--- src/rtl/dm_mem_arbiter_pkg.sv ---
// Shared types and default hart-side address map for the Debug Module storage arbiter.
package dm_mem_arbiter_pkg;

    typedef enum logic {
        MemData    = 1'b0,
        MemProgBuf = 1'b1
    } mem_sel_e;

    typedef enum logic [1:0] {
        OwnIdle = 2'd0,
        OwnDmi  = 2'd1,
        OwnHart = 2'd2
    } arb_owner_e;

    localparam logic [31:0] DefDataAddr    = 32'h380;
    localparam logic [31:0] DefProgBufAddr = 32'h360;

endpackage

--- src/rtl/dm_mem_addr_decode.sv ---
// Maps a hart-side byte address onto the DM data/progbuf storage index.
module dm_mem_addr_decode
    import dm_mem_arbiter_pkg::*;
#(
    parameter int unsigned         DataCount   = 12,
    parameter int unsigned         ProgBufSize = 16,
    parameter int unsigned         BusWidth    = 32,
    parameter logic [BusWidth-1:0] DataAddr    = BusWidth'(DefDataAddr),
    parameter logic [BusWidth-1:0] ProgBufAddr = BusWidth'(DefProgBufAddr)
) (
    input  logic [BusWidth-1:0] addr,
    input  logic                we,
    output logic                hit,
    output mem_sel_e            sel,
    output logic [4:0]          idx,
    output logic                progbuf_write_drop
);

    localparam logic [BusWidth-1:0] DataEnd    = DataAddr + BusWidth'(4 * DataCount);
    localparam logic [BusWidth-1:0] ProgBufEnd = ProgBufAddr + BusWidth'(4 * ProgBufSize);

    logic [BusWidth-1:0] data_off;
    logic [BusWidth-1:0] pb_off;

    assign data_off = addr - DataAddr;
    assign pb_off   = addr - ProgBufAddr;

    // The two windows may overlap; the data window takes priority.
    always_comb begin
        // NOTE: every always_comb output is given a default first so no path can infer a latch.
        hit                = 1'b0;
        sel                = MemData;
        idx                = '0;
        progbuf_write_drop = 1'b0;
        if (addr >= DataAddr && addr < DataEnd) begin
            hit = 1'b1;
            idx = 5'(data_off >> 2);
        end else if (addr >= ProgBufAddr && addr < ProgBufEnd) begin
            hit                = 1'b1;
            sel                = MemProgBuf;
            idx                = 5'(pb_off >> 2);
            progbuf_write_drop = we;
        end
    end

endmodule

--- src/rtl/dm_mem_arbiter.sv ---
// Shares the DM data/progbuf storage port between the DMI and hart requesters,
// returning 1-cycle read data to whichever side owned the access.
module dm_mem_arbiter
    import dm_mem_arbiter_pkg::*;
#(
    parameter int unsigned         DataCount   = 12,
    parameter int unsigned         ProgBufSize = 16,
    parameter int unsigned         BusWidth    = 32,
    parameter logic [BusWidth-1:0] DataAddr    = BusWidth'(DefDataAddr),
    parameter logic [BusWidth-1:0] ProgBufAddr = BusWidth'(DefProgBufAddr),
    parameter int unsigned         StarveLimit = 4
) (
    input  logic                   clk_i,
    input  logic                   rst_i,
    input  logic                   dmactive_i,
    input  logic                   cmdbusy_i,
    input  logic [DataCount-1:0]   autoexecdata_i,
    input  logic [ProgBufSize-1:0] autoexecprogbuf_i,
    input  logic                   dmi_req_valid_i,
    output logic                   dmi_req_ready_o,
    input  logic                   dmi_we_i,
    input  logic                   dmi_sel_i,
    input  logic [4:0]             dmi_idx_i,
    input  logic [31:0]            dmi_wdata_i,
    output logic                   dmi_rvalid_o,
    output logic [31:0]            dmi_rdata_o,
    output logic                   dmi_busy_err_o,
    output logic                   autoexec_o,
    input  logic                   hart_req_i,
    input  logic                   hart_we_i,
    input  logic [BusWidth-1:0]    hart_addr_i,
    input  logic [BusWidth-1:0]    hart_wdata_i,
    output logic                   hart_gnt_o,
    output logic                   hart_rvalid_o,
    output logic [BusWidth-1:0]    hart_rdata_o,
    output logic                   mem_req_o,
    output logic                   mem_we_o,
    output logic                   mem_sel_o,
    output logic [4:0]             mem_idx_o,
    output logic [31:0]            mem_wdata_o,
    input  logic [31:0]            mem_rdata_i
);

    localparam int unsigned     CntW   = $clog2(StarveLimit + 1);
    localparam logic [CntW-1:0] CntMax = CntW'(StarveLimit);

    logic            dmi_req, hart_req, dmi_win, hart_win;
    logic            dmi_in_range, dmi_mem_ok, dmi_ae, hart_mem_ok;
    logic            hart_hit, hart_drop;
    mem_sel_e        hart_sel;
    logic [4:0]      hart_idx;
    logic [31:0]     ae_data, ae_pb;
    logic [CntW-1:0] dmi_cnt, hart_cnt;
    arb_owner_e      owner_q, owner_d;
    logic            resp_mem_q, resp_mem_d;
    logic            resp_err_q, resp_err_d;
    logic            resp_auto_q, resp_auto_d;

    dm_mem_addr_decode #(
        .DataCount  (DataCount),
        .ProgBufSize(ProgBufSize),
        .BusWidth   (BusWidth),
        .DataAddr   (DataAddr),
        .ProgBufAddr(ProgBufAddr)
    ) u_decode (
        .addr              (hart_addr_i),
        .we                (hart_we_i),
        .hit               (hart_hit),
        .sel               (hart_sel),
        .idx               (hart_idx),
        .progbuf_write_drop(hart_drop)
    );

    assign ae_data      = 32'(autoexecdata_i);
    assign ae_pb        = 32'(autoexecprogbuf_i);
    assign dmi_in_range = dmi_sel_i ? ({1'b0, dmi_idx_i} < 6'(ProgBufSize))
                                    : ({1'b0, dmi_idx_i} < 6'(DataCount));
    assign dmi_mem_ok   = dmi_in_range & ~cmdbusy_i;
    assign dmi_ae       = dmi_sel_i ? ae_pb[dmi_idx_i] : ae_data[dmi_idx_i];
    assign hart_mem_ok  = hart_hit & ~hart_drop;

    // Busy favours the hart, idle favours the debugger; a starved loser overrides.
    always_comb begin
        dmi_req  = dmi_req_valid_i & dmactive_i & ~rst_i;
        hart_req = hart_req_i & dmactive_i & ~rst_i;
        dmi_win  = dmi_req;
        hart_win = hart_req;
        if (dmi_req && hart_req) begin
            hart_win = cmdbusy_i ? (dmi_cnt != CntMax) : (hart_cnt == CntMax);
            dmi_win  = ~hart_win;
        end
    end

    assign dmi_req_ready_o = dmi_win;
    assign hart_gnt_o      = hart_win;

    always_comb begin
        mem_req_o   = 1'b0;
        mem_we_o    = 1'b0;
        mem_sel_o   = 1'b0;
        mem_idx_o   = '0;
        mem_wdata_o = '0;
        if (dmi_win && dmi_mem_ok) begin
            mem_req_o   = 1'b1;
            mem_we_o    = dmi_we_i;
            mem_sel_o   = dmi_sel_i;
            mem_idx_o   = dmi_idx_i;
            mem_wdata_o = dmi_wdata_i;
        end else if (hart_win && hart_mem_ok) begin
            mem_req_o   = 1'b1;
            mem_we_o    = hart_we_i;
            mem_sel_o   = hart_sel;
            mem_idx_o   = hart_idx;
            mem_wdata_o = 32'(hart_wdata_i);
        end
    end

    always_comb begin
        owner_d     = OwnIdle;
        resp_mem_d  = 1'b0;
        resp_err_d  = 1'b0;
        resp_auto_d = 1'b0;
        if (dmi_win) begin
            owner_d     = OwnDmi;
            resp_mem_d  = dmi_mem_ok & ~dmi_we_i;
            resp_err_d  = cmdbusy_i;
            resp_auto_d = dmi_mem_ok & dmi_ae;
        end else if (hart_win) begin
            owner_d    = OwnHart;
            resp_mem_d = hart_mem_ok & ~hart_we_i;
        end
    end

    always_ff @(posedge clk_i) begin
        // NOTE: registers use non-blocking assignments so every flop samples pre-edge values.
        if (rst_i) begin
            owner_q     <= OwnIdle;
            resp_mem_q  <= 1'b0;
            resp_err_q  <= 1'b0;
            resp_auto_q <= 1'b0;
        end else begin
            owner_q     <= owner_d;
            resp_mem_q  <= resp_mem_d;
            resp_err_q  <= resp_err_d;
            resp_auto_q <= resp_auto_d;
        end
    end

    always_ff @(posedge clk_i) begin
        if (rst_i || !dmactive_i) begin
            dmi_cnt  <= '0;
            hart_cnt <= '0;
        end else begin
            if (dmi_req_valid_i && !dmi_win) begin
                if (dmi_cnt != CntMax) dmi_cnt <= dmi_cnt + CntW'(1);
            end else begin
                dmi_cnt <= '0;
            end
            if (hart_req_i && !hart_win) begin
                if (hart_cnt != CntMax) hart_cnt <= hart_cnt + CntW'(1);
            end else begin
                hart_cnt <= '0;
            end
        end
    end

    // Responses are held back while reset is asserted so nothing leaks out mid-reset.
    always_comb begin
        dmi_rvalid_o   = 1'b0;
        dmi_rdata_o    = '0;
        dmi_busy_err_o = 1'b0;
        autoexec_o     = 1'b0;
        hart_rvalid_o  = 1'b0;
        hart_rdata_o   = '0;
        if (!rst_i) begin
            unique case (owner_q)
                OwnDmi: begin
                    dmi_rvalid_o   = 1'b1;
                    dmi_rdata_o    = resp_mem_q ? mem_rdata_i : '0;
                    dmi_busy_err_o = resp_err_q;
                    autoexec_o     = resp_auto_q;
                end
                OwnHart: begin
                    hart_rvalid_o = 1'b1;
                    hart_rdata_o  = resp_mem_q ? BusWidth'(mem_rdata_i) : '0;
                end
                default: ;
            endcase
        end
    end

endmodule

--- config.mk ---
export PLATFORM = sky130hd
export DESIGN_NAME = dm_mem_arbiter
export DESIGN_NICKNAME = d
export VERILOG_FILES = /design/src/rtl/dm_mem_arbiter_pkg.sv /design/src/rtl/dm_mem_addr_decode.sv /design/src/rtl/dm_mem_arbiter.sv
export SDC_FILE = /design/constraint.sdc
export NUM_CORES = 1
export LEC_CHECK = 0
export ABC_CLOCK_PERIOD_IN_PS = 1920
export CORE_AREA = 2 2 109 111
export CTS_BUF_LIST = sky130_fd_sc_hd__clkbuf_4
export CTS_CLUSTER_SIZE = 40
export DETAILED_ROUTE_END_ITERATION = 12
export DIE_AREA = 0 0 111 113
export PLACE_DENSITY = 0.75
export SLEW_MARGIN = 20
export SYNTH_ARGS = -nofsm -noshare
export SYNTH_HDL_FRONTEND = slang
export SYNTH_HIERARCHICAL = 1
export SYNTH_SLANG_ARGS = --single-unit
--- constraint.sdc ---
create_clock -name clk_i -period 1.92 [get_ports clk_i]
set_input_delay 0.192 -clock clk_i [delete_from_list [all_inputs] [get_ports clk_i]]
set_output_delay 0.192 -clock clk_i [all_outputs]
set_load 0.01 [all_outputs]
==> metrics list <==
- The run finished, with violations left.
- Violations in the final reports: setup timing
- In this run the cell area of the synthesized design comes to 0.00195 sq mm.
- The floorplan step defined a die boundary enclosing about 0.013 sq mm.
- Signal arrival time at the worst endpoint: 2.24 ns
- Relative slew slack: 81.4%
- Final sum of negative setup slack: -17.63 ns
* Floorplan row count: 39
* Detail-routed net length per standard cell: 15.9 microns
- Fin Clk Skew: 0.0152 ns
- Maximum fanout count along the critical path: 6
- Number of buffers created by CTS: 3
- Half-perimeter wire length after placement: 9990 microns
* Mux contribution to synthesized area: 7.33%
* Share of cells above drive strength 1: around a third
- The first global-routing pass estimated 18,700 microns of wire.
- Pin count of the biggest net entering global routing: 34
- Share of the synthesized area in the top cell type: between 10% and 20%
* Clock Tree Root: clkbuf_4
- Setup repair after global routing could not meet its margin everywhere.
* Die extent in x: about 110 microns
- Clock transition at the registers of the reported paths: 0.08 ns
- Dividing the final minimum period by the clock period gives 126%.
- The core region is 0.0113 sq mm.
- Post-route DRC violation count: 0
- Overall track demand over capacity in global routing: 18.3%
* Antenna Cells: 0
- Most frequently used flop master after synthesis: dfxtp_1
* Placed Area: 0.00528 sq mm
- At the pin with the least slew margin, the transition time is 0.279 ns.
- Number of enable-type register cells in the synthesized netlist: 0
* Wire length reported by the detailed router: about 12,000 microns
* Fin worst setup slack: -0.508 ns
* GP Congestion: 0.856
* Worst Setup End Kind: primary output
* Skew-Pair Late Insertion Delay: 0.28 ns
- The synthesized netlist devotes under 10% of its cell area to adder and majority cells.
- The Yosys step of the flow raised 6 warnings.
* Post-detailed-route count of antenna-violating nets: 0
- Pin placement for this block handled between 200 and 300 I/O pins.
- The synthesized netlist devotes 40.4% of its cell area to simple gates.
* Max-capacitance violation count: 0
- The final number of max-transition violations is 0.
- For the finished layout, the period the worst path requires is 2.43 ns.
- Iteration count of the initial detailed-routing pass: 4
- Buffers inserted to repair hold after CTS numbered 0.
- The number of global-route vias before repair was 3,715.
* Post-route non-filler standard cell count: 766
- Of all flip-flops after synthesis, the portion carrying an async set or reset was 0%.
- Cells fill between 40% and 50% of the core in the end.
- In the synthesized netlist, the number of instances is 290.
* CTS tree: done
- The synthesized netlist devotes 27.8% of its cell area to compound gates.
- Syn nets: approximately 470
* Top cell type by total area after synthesis: a22o_1
* Placed cell count: 739
- In the routed layout, each cell is associated on average with a via count of ~4.6.
- Die Ht: around 110 microns
* Avg Synthesized Cell Area: approximately 6.7 sq um
- Count of cell types in the netlist: 39
- Crit Path Class: input port to primary output
- Leak: around 2.5 nW
- Overflow after GRT: 0
- After synthesis, the largest family of logic cells by area is simple AND/OR/NAND/NOR gates.
* Number of flip-flops and latches in the synthesized netlist: 11
* Type of the most critical hold path: input port to flop
- In this run the deepest clock path goes through 2 buffers.
- Port buffering added 279 buffers.
- The number of antenna violations at the first check in global routing came to 0.
- Post-layout nets: 799
* Synth area leaders: a22o_1 18%, nor2_1 14%, dfxtp_1 11%
* Worst Setup Start Kind: input port
* Power per cell area: 187 mW/mm^2
- Peak ir drop on the vdd network: 0.119 mV
- Final instance area: 0.00526 sq mm
- At the worst endpoint, the required time is 1.73 ns.
- Total count of hold-check failures in the final report: 0
- After layout, the design draws a total of 0.985 mW.
* Detailed-route via count: between 3,000 and 4,000
* DRT iter0 DRCs: 160
- Parity-gate share of the synthesized area counting xor and xnor cells: less than 1%
- Number of H-tree levels: 1
- Based on the critical path, the design can be clocked at up to just over 400 MHz.
* Area growth from synthesis to layout: 170%
- Part of the Yosys area used for sequential elements: 11.3%
- Final setup viols: 40
- Initial Utilization: 17.3%
- For this design, the sink count on the clock tree is 11.
-- path summary, 6_finish.rpt --
check                   from              end  slack (ns)  depth (start not counted)
max          hart_addr_i[20]  mem_wdata_o[23]       -0.51                         12
min                 dmi_we_i       resp_mem_q        0.57                          3
max reg2reg      hart_cnt[1]       resp_mem_q        0.13                          9
min reg2reg      hart_cnt[2]      hart_cnt[1]        0.59                          3
-- layer usage --
layer	up-vias	wire length [microns]	global-route usage [%]
met5	-	0	0
met4	0	222	4.42
met3	16	958	3.21
met2	186	6550	37.1
met1	1636	4470	19.4
li1	1699	-	-
-- kinds of logic after synthesis --
kind of cell | count (synthesis)
xor gates and xnor gates | 2
AOI/OAI and AO/OA | 64
and+or+nand+nor | 165
DFF | 11
muxes | 13
buffers and inverters | 30
adders and majority gates | 5
-- critical path, cell delays in order --
cell and delay (ns):
buf_2 0.11, nor4_4 0.29, nand4_2 0.17, buf_6 0.16, nor4_4 0.20, inv_1 0.10, a2111oi_4 0.30, buf_4 0.19
buf_6 0.12, buf_8 0.12, a22o_1 0.15, buf_2 0.13
-- power breakdown --
group / leakage [nW] / internal (mW) / switching, mW
sequential: 0.0905 / 0.231 / 0.00151
combinational: 2.34 / 0.395 / 0.195
clock: 0.0177 / 0.0773 / 0.0846
total: 2.45 / 0.704 / 0.281
-- layout make-up --
cell class / instances / area [sq um]
clock inverters: 1 / 5.00
fillers: 1111 / 6020
flip-flops and latches: 11 / 224
inverters: 10 / 37.5
multi-input cells: 249 / 1750
well taps: 143 / 179
clock buffers: 3 / 22.5
repair buffers: 349 / 3040
-- per-stage QoR --
stage	setup WS, ns	hold slack [ns]
after floorplan	-0.0595	0.284
after global placement	-1.20	0.573
after detailed placement	-1.21	0.588
after CTS	-0.473	0.569
after global routing	-0.620	0.593
final	-0.508	0.571
-- cell usage in the layout, fill, tap and decap left out, types with 6 or more instances in the layout --
cell type,instances
a22o_1,39
nor4_4,7
nand3_1,6
nor2_1,72
buf_2,71
nand2_1,46
a21oi_1,8
dlygate4sd2_1,44
inv_1,8
dfxtp_1,8
clkbuf_2,8
mux2i_1,12
clkdlybuf4s50_1,137
buf_6,18
buf_4,52
-- flip-flops by register name (all words and copies together) (netlist names) --
signal / cells
dmi_cnt: 3
resp_err_q: 1
resp_auto_q: 1
hart_cnt: 3
owner_q: 2
resp_mem_q: 1
-- synth_stat cells, types with 3 or more instances --
master	number
nor2_1	75
nand2_1	48
a22o_1	39
mux2i_1	12
dfxtp_1	11
clkbuf_1	10
inv_1	10
a21oi_1	9
nor4_1	9
buf_6	8
nand3_1	6
and3_1	5
ha_1	5
a22oi_1	4
and2_1	3
nor2b_1	3
nor4b_2	3
o21ai_0	3
-- repair_timing --
item | in CTS | in global routing
gates resized for setup | 441 | 33
endpoints found under the setup margin | 110 | 68
setup buffers | 18 | 3
gates cloned | 7 | 0
pin swaps | 21 | 17
No activity file was read; power rests on OpenSTA's default activity.
